## src/rtl/gb_cart_mem_arbiter.sv

```systemverilog
// Cartridge memory arbiter: shares one external ROM/save-RAM bus between the
// MBC-translated CPU port and the flash loader with a fixed-latency access FSM.
module gb_cart_mem_arbiter #(
    parameter int unsigned ADDR_W       = 24,
    parameter int unsigned WAIT_CYCLES  = 2,
    parameter int unsigned STARVE_LIMIT = 4
) (
    input  logic              clk_i,
    input  logic              rst_i,

    input  logic              cpu_req_i,
    input  logic              cpu_we_i,
    input  logic [ADDR_W-1:0] cpu_addr_i,
    input  logic [7:0]        cpu_wdata_i,
    output logic              cpu_ack_o,
    output logic [7:0]        cpu_rdata_o,

    input  logic              ldr_req_i,
    input  logic              ldr_we_i,
    input  logic [ADDR_W-1:0] ldr_addr_i,
    input  logic [7:0]        ldr_wdata_i,
    output logic              ldr_ack_o,
    output logic [7:0]        ldr_rdata_o,

    output logic [ADDR_W-1:0] mem_addr_o,
    output logic [7:0]        mem_wdata_o,
    input  logic [7:0]        mem_rdata_i,
    output logic              mem_ce_o,
    output logic              mem_oe_o,
    output logic              mem_we_o,

    output logic              busy_o,
    output logic              owner_o
);

    localparam int unsigned CNT_W = 4;
    localparam logic [CNT_W-1:0] WAIT_LOAD = CNT_W'(WAIT_CYCLES - 1);
    localparam logic [CNT_W-1:0] STARVE_MAX = CNT_W'(STARVE_LIMIT);

    typedef enum logic [1:0] {
        ST_IDLE,
        ST_ACCESS,
        ST_RECOVER
    } state_e;

    state_e            state_q, state_d;
    logic [CNT_W-1:0]  wait_q, wait_d;
    logic [CNT_W-1:0]  streak_q, streak_d;
    logic [ADDR_W-1:0] addr_q, addr_d;
    logic [7:0]        wdata_q, wdata_d;
    logic              dir_we_q, dir_we_d;
    logic              owner_q, owner_d;
    logic [7:0]        cpu_rdata_q, cpu_rdata_d;
    logic [7:0]        ldr_rdata_q, ldr_rdata_d;
    logic              cpu_ack_q, cpu_ack_d;
    logic              ldr_ack_q, ldr_ack_d;
    logic              ce_q, ce_d;
    logic              oe_q, oe_d;
    logic              we_q, we_d;
    logic              busy_q, busy_d;

    logic              grant_ldr_c;
    logic              sel_we_c;

    // Loader wins when alone, or when the CPU has starved it for STARVE_LIMIT grants
    assign grant_ldr_c = ldr_req_i && (!cpu_req_i || (streak_q == STARVE_MAX));
    assign sel_we_c    = grant_ldr_c ? ldr_we_i : cpu_we_i;

    always_ff @(posedge clk_i or posedge rst_i) begin
        if (rst_i) begin
            state_q     <= ST_IDLE;
            wait_q      <= '0;
            streak_q    <= '0;
            addr_q      <= '0;
            wdata_q     <= '0;
            dir_we_q    <= 1'b0;
            owner_q     <= 1'b0;
            cpu_rdata_q <= '0;
            ldr_rdata_q <= '0;
            cpu_ack_q   <= 1'b0;
            ldr_ack_q   <= 1'b0;
            ce_q        <= 1'b0;
            oe_q        <= 1'b0;
            we_q        <= 1'b0;
            busy_q      <= 1'b0;
        end else begin
            state_q     <= state_d;
            wait_q      <= wait_d;
            streak_q    <= streak_d;
            addr_q      <= addr_d;
            wdata_q     <= wdata_d;
            dir_we_q    <= dir_we_d;
            owner_q     <= owner_d;
            cpu_rdata_q <= cpu_rdata_d;
            ldr_rdata_q <= ldr_rdata_d;
            cpu_ack_q   <= cpu_ack_d;
            ldr_ack_q   <= ldr_ack_d;
            ce_q        <= ce_d;
            oe_q        <= oe_d;
            we_q        <= we_d;
            busy_q      <= busy_d;
        end
    end

    always_comb begin
        state_d     = state_q;
        wait_d      = wait_q;
        streak_d    = streak_q;
        addr_d      = addr_q;
        wdata_d     = wdata_q;
        dir_we_d    = dir_we_q;
        owner_d     = owner_q;
        cpu_rdata_d = cpu_rdata_q;
        ldr_rdata_d = ldr_rdata_q;
        cpu_ack_d   = 1'b0;
        ldr_ack_d   = 1'b0;
        ce_d        = 1'b0;
        oe_d        = 1'b0;
        we_d        = 1'b0;
        busy_d      = 1'b0;

        unique case (state_q)
            ST_IDLE: begin
                if (cpu_req_i || ldr_req_i) begin
                    state_d  = ST_ACCESS;
                    owner_d  = grant_ldr_c;
                    addr_d   = grant_ldr_c ? ldr_addr_i : cpu_addr_i;
                    wdata_d  = grant_ldr_c ? ldr_wdata_i : cpu_wdata_i;
                    dir_we_d = sel_we_c;
                    wait_d   = WAIT_LOAD;
                    ce_d     = 1'b1;
                    oe_d     = !sel_we_c;
                    we_d     = sel_we_c;
                    busy_d   = 1'b1;
                    if (grant_ldr_c || !ldr_req_i) begin
                        streak_d = '0;
                    end else if (streak_q != STARVE_MAX) begin
                        streak_d = streak_q + CNT_W'(1);
                    end
                end
            end

            ST_ACCESS: begin
                busy_d = 1'b1;
                if (wait_q == '0) begin
                    // Last strobe cycle: capture read data, then turn the bus around
                    state_d   = ST_RECOVER;
                    cpu_ack_d = !owner_q;
                    ldr_ack_d = owner_q;
                    if (!dir_we_q) begin
                        if (owner_q) begin
                            ldr_rdata_d = mem_rdata_i;
                        end else begin
                            cpu_rdata_d = mem_rdata_i;
                        end
                    end
                end else begin
                    wait_d = wait_q - CNT_W'(1);
                    ce_d   = 1'b1;
                    oe_d   = !dir_we_q;
                    we_d   = dir_we_q;
                end
            end

            ST_RECOVER: begin
                state_d = ST_IDLE;
            end

            default: begin
                state_d = ST_IDLE;
            end
        endcase
    end

    assign cpu_ack_o   = cpu_ack_q;
    assign ldr_ack_o   = ldr_ack_q;
    assign cpu_rdata_o = cpu_rdata_q;
    assign ldr_rdata_o = ldr_rdata_q;
    assign mem_addr_o  = addr_q;
    assign mem_wdata_o = wdata_q;
    assign mem_ce_o    = ce_q;
    assign mem_oe_o    = oe_q;
    assign mem_we_o    = we_q;
    assign busy_o      = busy_q;
    assign owner_o     = owner_q;

endmodule

```

## config.mk

```make
export PLATFORM = sky130hd
export DESIGN_NAME = gb_cart_mem_arbiter
export DESIGN_NICKNAME = d
export VERILOG_FILES = /design/src/rtl/gb_cart_mem_arbiter.sv
export SDC_FILE = /design/constraint.sdc
export NUM_CORES = 1
export LEC_CHECK = 0
export ABC_CLOCK_PERIOD_IN_PS = 2300
export BUFFER_PORTS_ARGS = -buffer_cell sky130_fd_sc_hd__buf_4
export CAP_MARGIN = 40
export CORE_UTILIZATION = 45
export CTS_CLUSTER_SIZE = 20
export DETAILED_ROUTE_END_ITERATION = 8
export PLACE_DENSITY = 0.77
export SYNTH_ARGS = -nofsm -noshare
export SYNTH_HDL_FRONTEND = slang
export SYNTH_SLANG_ARGS = --single-unit
```

## constraint.sdc

```tcl
create_clock -name clk_i -period 2.3 [get_ports clk_i]
set_input_delay 0.46 -clock clk_i [delete_from_list [all_inputs] [get_ports clk_i]]
set_output_delay 0.46 -clock clk_i [all_outputs]
set_load 0.005 [all_outputs]
```

-- Yosys cells after proc, flatten, opt, wreduce, memory -nomap -nowiden
Index checks and enable logic that the tools add are counted.
- reductions and logical operators: 19
- equal/unequal tests: 6
- shift-type cells: 0
- div/mod/pow operators: 0
- multiply operators: 0
- magnitude comparators: 0
- bitwise operators: 2
- add/subtract/negate cells: 2
- muxes and demuxes: 25
- operators with widths (operator ; number):
    $mux W24 ; 1
    $mux W4 ; 4
    $mux W1 ; 11
    $mux W8 ; 1
    $pmux W1 S2 ; 4
    $pmux W4 S2 ; 1
    $reduce_and A4 Y1 ; 2
    $ne A2 B2 Y1 const B ; 3
    $reduce_and A3 Y1 ; 2
    $logic_not A1 Y1 ; 5
    $add A4 B1 Y4 const B ; 1
    $eq A4 B3 Y1 const B ; 1
    $logic_not A4 Y1 ; 1
    $mux W2 ; 2
    $ne A4 B3 Y1 const B ; 1
    $pmux W2 S2 ; 1
    $reduce_and A2 Y1 ; 2
    $reduce_bool A2 Y1 ; 2
    $sub A4 B1 Y4 const B ; 1
    $logic_or A1 B1 Y1 ; 3
    $eq A2 B1 Y1 const B ; 1
    $logic_not A2 Y1 ; 1
    $not A1 Y1 ; 2
    $logic_and A1 B1 Y1 ; 1
- bits of input ports: 78
- bits in latches: 0
- bits in read-only memories: 0
- register bits: 66
- memory bits (writable): 0
- memories: 0
- logic and storage cells: 69
- output and inout port bits: 55

-- Longest topological paths before layout
- depth after elaboration: 7
- mapped depth: 7
- gate-level depth less buffers: 6

-- Least setup slack after synthesis
No wires, ideal clock.
- path kind: flip-flop to flip-flop
- start: register wait_q[0]
- end: register ldr_rdata_q[0] (netlist: ldr_rdata_o[0])
- clock period less this slack: 1724 ps
- required time: 2175 ps
- arrival: 1599 ps
- library setup time: 125 ps
- slack: 576 ps
- stages on the path, launching flop included: 7
- buffers on the path: 0
- path through: dfrtp_1 -> inv_1 -> ha_1 -> or3b_4 -> nor2_8 -> nand3b_4 -> mux2_4
- word-level cells in the longest chain between the ends: 2
- RTL lines (what ; RTL line ; source):
    from (decl) ; 47 ; logic [CNT_W-1:0] wait_q, wait_d;
    from (signal assigned) ; 88 ; wait_q <= wait_d;
    $logic_not A4 Y1 ; 145 ; if (wait_q == '0) begin
    $reduce_and A4 Y1 (no source line) ; -- ;
    to (signal assigned) ; 95 ; ldr_rdata_q <= ldr_rdata_d;
    to (decl) ; 54 ; logic [7:0] ldr_rdata_q, ldr_rdata_d;
No other way between the ends.
A chain may end at the register's enable or synchronous reset.

-- Worst setup path in the final report
- start: register wait_q[0]
- end: register ldr_rdata_q[2] (netlist: ldr_rdata_o[2])
The elaborated chain is that of the path after synthesis.

==> summary.md <==
| Metric | Value |
|---|---|
| Result of the run | `finished clean` |
| Relative area change from synthesis to final layout | `42.66%` |
| Multi-input gate area in the final layout | `between 0.001 and 0.0015 mm2` |
| Share of layout cells above drive strength 1 | `about two fifths` |
| Flip-flop and latch area | `0.001652 mm2` |
| Worst voltage drop across the vdd grid | `around 660 uV` |
| Post-route ant nets | `0` |
| Cell with the largest stage delay on the worst path | `sky130_fd_sc_hd__or3b_4` |
| Buffer type at the clock tree root | `sky130_fd_sc_hd__clkbuf_8` |
| Beginning of the critical path | `wait_q[0]` |
| Reg2Reg Setup Slack | `roughly 0.45 ns` |
| Gate count after technology mapping | `between 200 and 300` |
| Total Nets Final | `about 510` |
| Total Routing Usage GR | `22.88%` |
| Type of origin of the critical path | `flip-flop` |
| Post-route DRC | `0` |
| Final-report hold violation count | `0` |
| Min Clock Period, post-route | `about 1.9 ns` |
| CP required | `2.52 ns` |
| Post-route fraction of the period consumed by the critical path | `between 80 and 90%` |
| Setup repair after global routing missed its margin | `false` |
| Number of setup violations in the final report | `0` |
| Syn nets | `between 300 and 400` |
| Reg clk slew, reported paths | `~0.07 ns` |
| Post-detailed-placement cell area | `roughly 0.004 mm2` |
| Sort of element at the end of the critical path | `flip-flop` |
| Startpoint of the most critical register-to-register path | `wait_q[0]` |
| Share of power burned in the clock network | `~16%` |
| Synthesized flop and latch total | `66` |
| Sequential element share of the synthesized area | `a little under three fifths` |
| Power share of the combinational group | `43.5%` |
| H-tree depth | `3` |
| First-pass GRT wire length | `approximately 12000 um` |
| Routed WL | `7510 um` |
| Count of buffering cells on the critical path with inverters included | `1` |
| Fraction of power spent switching nets | `between 30% and 40%` |
| Post-route design area | `0.004172 mm2` |
| Vias in the first global route | `2534` |
| Vertical die dimension | `82.61 um` |
| Area of the core | `approximately 0.0063 mm2` |
| Yosys warns | `0` |
| Total via count after detailed routing | `about 2.6k` |
| CTS tree | `built` |
| Most common cell after layout, fill and taps aside | `sky130_fd_sc_hd__buf_4` |
| Total net switching power | `approximately 1.8 mW` |
| Die width | `82.61 um` |
| Initial antenna violation count | `0` |
| Buffer depth of the longest clock path | `2` |
| Remaining global-route overflow | `0` |
| Worst-path fanout max | `8` |
| Setup TNS Final | `0 ns` |
| Length of the first detailed-routing pass in iterations | `4` |
| Initial Utilization | `46.31%` |
| Cell family contributing the most delay on the critical path | `simple AND/OR/NAND/NOR gates` |
| Half-perimeter wire length of the detailed placement result | `~5300 um` |
| Post-cts repair resize count | `0` |
| Hold WC Path Type | `in -> async` |
| Cell area after synthesis | `a little under 0.003 mm2` |
| Post-cts hold buffer count | `0` |
| Critical path class | `reg -> reg` |
| Antenna diodes | `0` |
| Count of input and output buffers | `132` |
| Maximum number of pins on one net before global-route repair | `40` |
| Transition time of the tightest slew-check pin | `~0.69 ns` |
| Proportion of power drawn by flip-flops and latches | `40.3%` |
| Cell internal pwr | `roughly 3.4 mW` |
| Post-synthesis area per instance | `10.01 um2` |
| Fillers | `roughly 520` |
| Achievable clock frequency | `~0.54 GHz` |
| Static power due to leakage | `2.099 nW` |
| Clk_lat worst skew | `0.34 ns` |
| Worst path arrival time | `roughly 2.1 ns` |
| Number of ports placed on the die boundary | `about 130` |
| Clock Sinks | `between 60 and 70` |
| Die Outline Area | `~0.0068 mm2` |
| Post-DR wirelength/cell | `around 15 um` |
| Number of placement rows | `29` |
| Detailed router's first-iteration violation count | `86` |
| Number of buffers added for setup after CTS | `0` |
| Leading cell types in the layout, fill and taps excluded | `sky130_fd_sc_hd__buf_4 (135), sky130_fd_sc_hd__a21oi_1 (67), sky130_fd_sc_hd__dfrtp_1 (66), sky130_fd_sc_hd__nand2_1 (40), sky130_fd_sc_hd__nor2_1 (37)` |
| Synth unique cells | `36` |
| Logic depth of the worst register-to-register path | `6` |
| Routability Congestion | `around 0.75` |
| Worst slew slack as a fraction of its limit | `between 50% and 60%` |
| Final Slew Violations | `0` |
| Worst clock skew | `0.004881 ns` |
| Critical R2R Capture | `ldr_rdata_o[2]` |
| Post-detailed-route via-to-cell ratio | `5.219` |
| Pwr Density | `1241 mW/mm2` |
| Cts bufs inserted | `9` |
| Maximum capacitance violations | `0` |
| Delay of the slowest cell on the worst path | `0.43 ns` |
| Cells traversed along the worst timing path | `inv_1, ha_1, or3b_4, nor2_8, nand3b_4, mux2_4` |
-- worst max-delay path by stage --
stage | endpoint | slack [ns] | cells past startpoint
floorplan | busy_o | 0.19 | 1
global placement | ldr_rdata_o[7] | 0.53 | 6
detailed placement | ldr_rdata_o[2] | 0.45 | 6
CTS | ldr_rdata_o[2] | 0.44 | 6
global route | ldr_rdata_o[2] | 0.36 | 6
finish | ldr_rdata_o[2] | 0.45 | 6
-- area by class of cell --
cell class	count	share of cell area (%)
clock buffer	13	3.569
timing repair buffer	137	25.25
tap	77	2.310
inverter	7	0.6299
clock inverter	3	0.3599
multi-input combinational	203	28.28
sequential	66	39.59
-- cell usage after synthesis --
library cell                 n  area (um2)
sky130_fd_sc_hd__mux2_2     14       157.7
sky130_fd_sc_hd__o2bb2ai_1   1       8.760
sky130_fd_sc_hd__a311o_1     1       10.01
sky130_fd_sc_hd__nor2_8      1       20.02
sky130_fd_sc_hd__o32ai_1     1       8.760
sky130_fd_sc_hd__a21boi_2    1       11.26
sky130_fd_sc_hd__inv_1       7       26.28
sky130_fd_sc_hd__nor3_1      4       20.02
sky130_fd_sc_hd__mux2i_1     2       20.02
sky130_fd_sc_hd__ha_1        3       37.54
sky130_fd_sc_hd__nand3_1     4       20.02
sky130_fd_sc_hd__nand3b_4    1       20.02
sky130_fd_sc_hd__buf_2      11       55.05
sky130_fd_sc_hd__nor3b_1     1       7.510
sky130_fd_sc_hd__a22oi_1     1       7.510
sky130_fd_sc_hd__nand4b_1    1       8.760
sky130_fd_sc_hd__o21ai_1     1       5.000
sky130_fd_sc_hd__and3b_1     1       8.760
sky130_fd_sc_hd__mux2_4      3       45.04
sky130_fd_sc_hd__nor2_1     37       138.9
sky130_fd_sc_hd__nand3b_1    2       15.01
sky130_fd_sc_hd__or2b_4      1       11.26
sky130_fd_sc_hd__and4_1      1       8.760
sky130_fd_sc_hd__nor4_1      1       6.260
sky130_fd_sc_hd__and3_1      2       12.51
sky130_fd_sc_hd__o21a_1      1       7.510
sky130_fd_sc_hd__o21ai_0     5       25.02
sky130_fd_sc_hd__clkbuf_1    5       18.77
sky130_fd_sc_hd__nor2b_1     1       6.260
sky130_fd_sc_hd__a22o_1      1       8.760
sky130_fd_sc_hd__nand2_1    40       150.1
sky130_fd_sc_hd__o31ai_1     1       7.510
sky130_fd_sc_hd__nand2_4     1       11.26
sky130_fd_sc_hd__or3b_4      1       11.26
sky130_fd_sc_hd__a21oi_1    67       335.3
sky130_fd_sc_hd__dfrtp_1    66        1652
-- power groups by stage --
| stage | Combinational, mW | Clock, mW | Sequential (mW) |
|---|---|---|---|
| global placement | 2.19 | 0 | 2.09 |
| floorplan | 1.12 | 0 | 2.09 |
| detailed placement | 2.28 | 0 | 2.10 |
| finish | 2.25 | 0.837 | 2.09 |
| CTS | 2.28 | 0.846 | 2.09 |
| global route | 2.51 | 0.915 | 2.18 |
-- per-stage QoR --
step | hold slack, ns | power [mW] | std cells | util [%] | setup slack (ns)
final | 0.2326 | 5.178 | 506 | 66.07 | 0.4455
after floorplan | 0.4710 | 3.212 | 292 | - | 0.1852
after detailed placement | 0.4983 | 4.378 | 490 | 63.48 | 0.4469
after CTS | 0.2555 | 5.220 | 506 | 66.07 | 0.4367
after global placement | 0.4892 | 4.278 | 490 | 63.48 | 0.5337
after global routing | 0.2853 | 5.606 | 506 | 66.07 | 0.3614
-- registers in the layout, summed over array words and instances (netlist names) --
register and flops:
busy_o 1, cpu_ack_o 1, cpu_rdata_o 8, dir_we_q 1
ldr_ack_o 1, ldr_rdata_o 8, mem_addr_o 24, mem_ce_o 1
mem_oe_o 1, mem_wdata_o 8, mem_we_o 1, owner_o 1
state_q 2, streak_q 4, wait_q 4
-- per-layer routing --
metal	vias up	share of wire (%)	global-route usage, %
met5	-	0	0
met4	0	1.5	8.793
met3	10	9.3	8.462
met2	105	49	38.84
met1	1265	40	26.20
li1	1261	-	-
-- worst reg2reg max path: cells and delay by family, from the launching register on --
family	cells	cell delay [ns]
flops	1	0.38
mux	1	0.33
buf+inv	1	0.08
fa+ha+maj	1	0.18
simple gates	3	0.76
-- logic make-up (layout without fill, tap and decap cells) --
group | count (synthesis) | in the layout | share of synthesized area, %
AND/OR/NAND/NOR | 100 | 100 | 16.30
adder cells (fa/ha/maj) | 3 | 3 | 1.284
AO/OA/AOI/OAI | 81 | 81 | 14.89
flip-flops | 66 | 66 | 56.48
buffers and inverters | 23 | 160 | 3.423
multiplexers | 19 | 19 | 7.616
(Power assumes the default switching activity.)
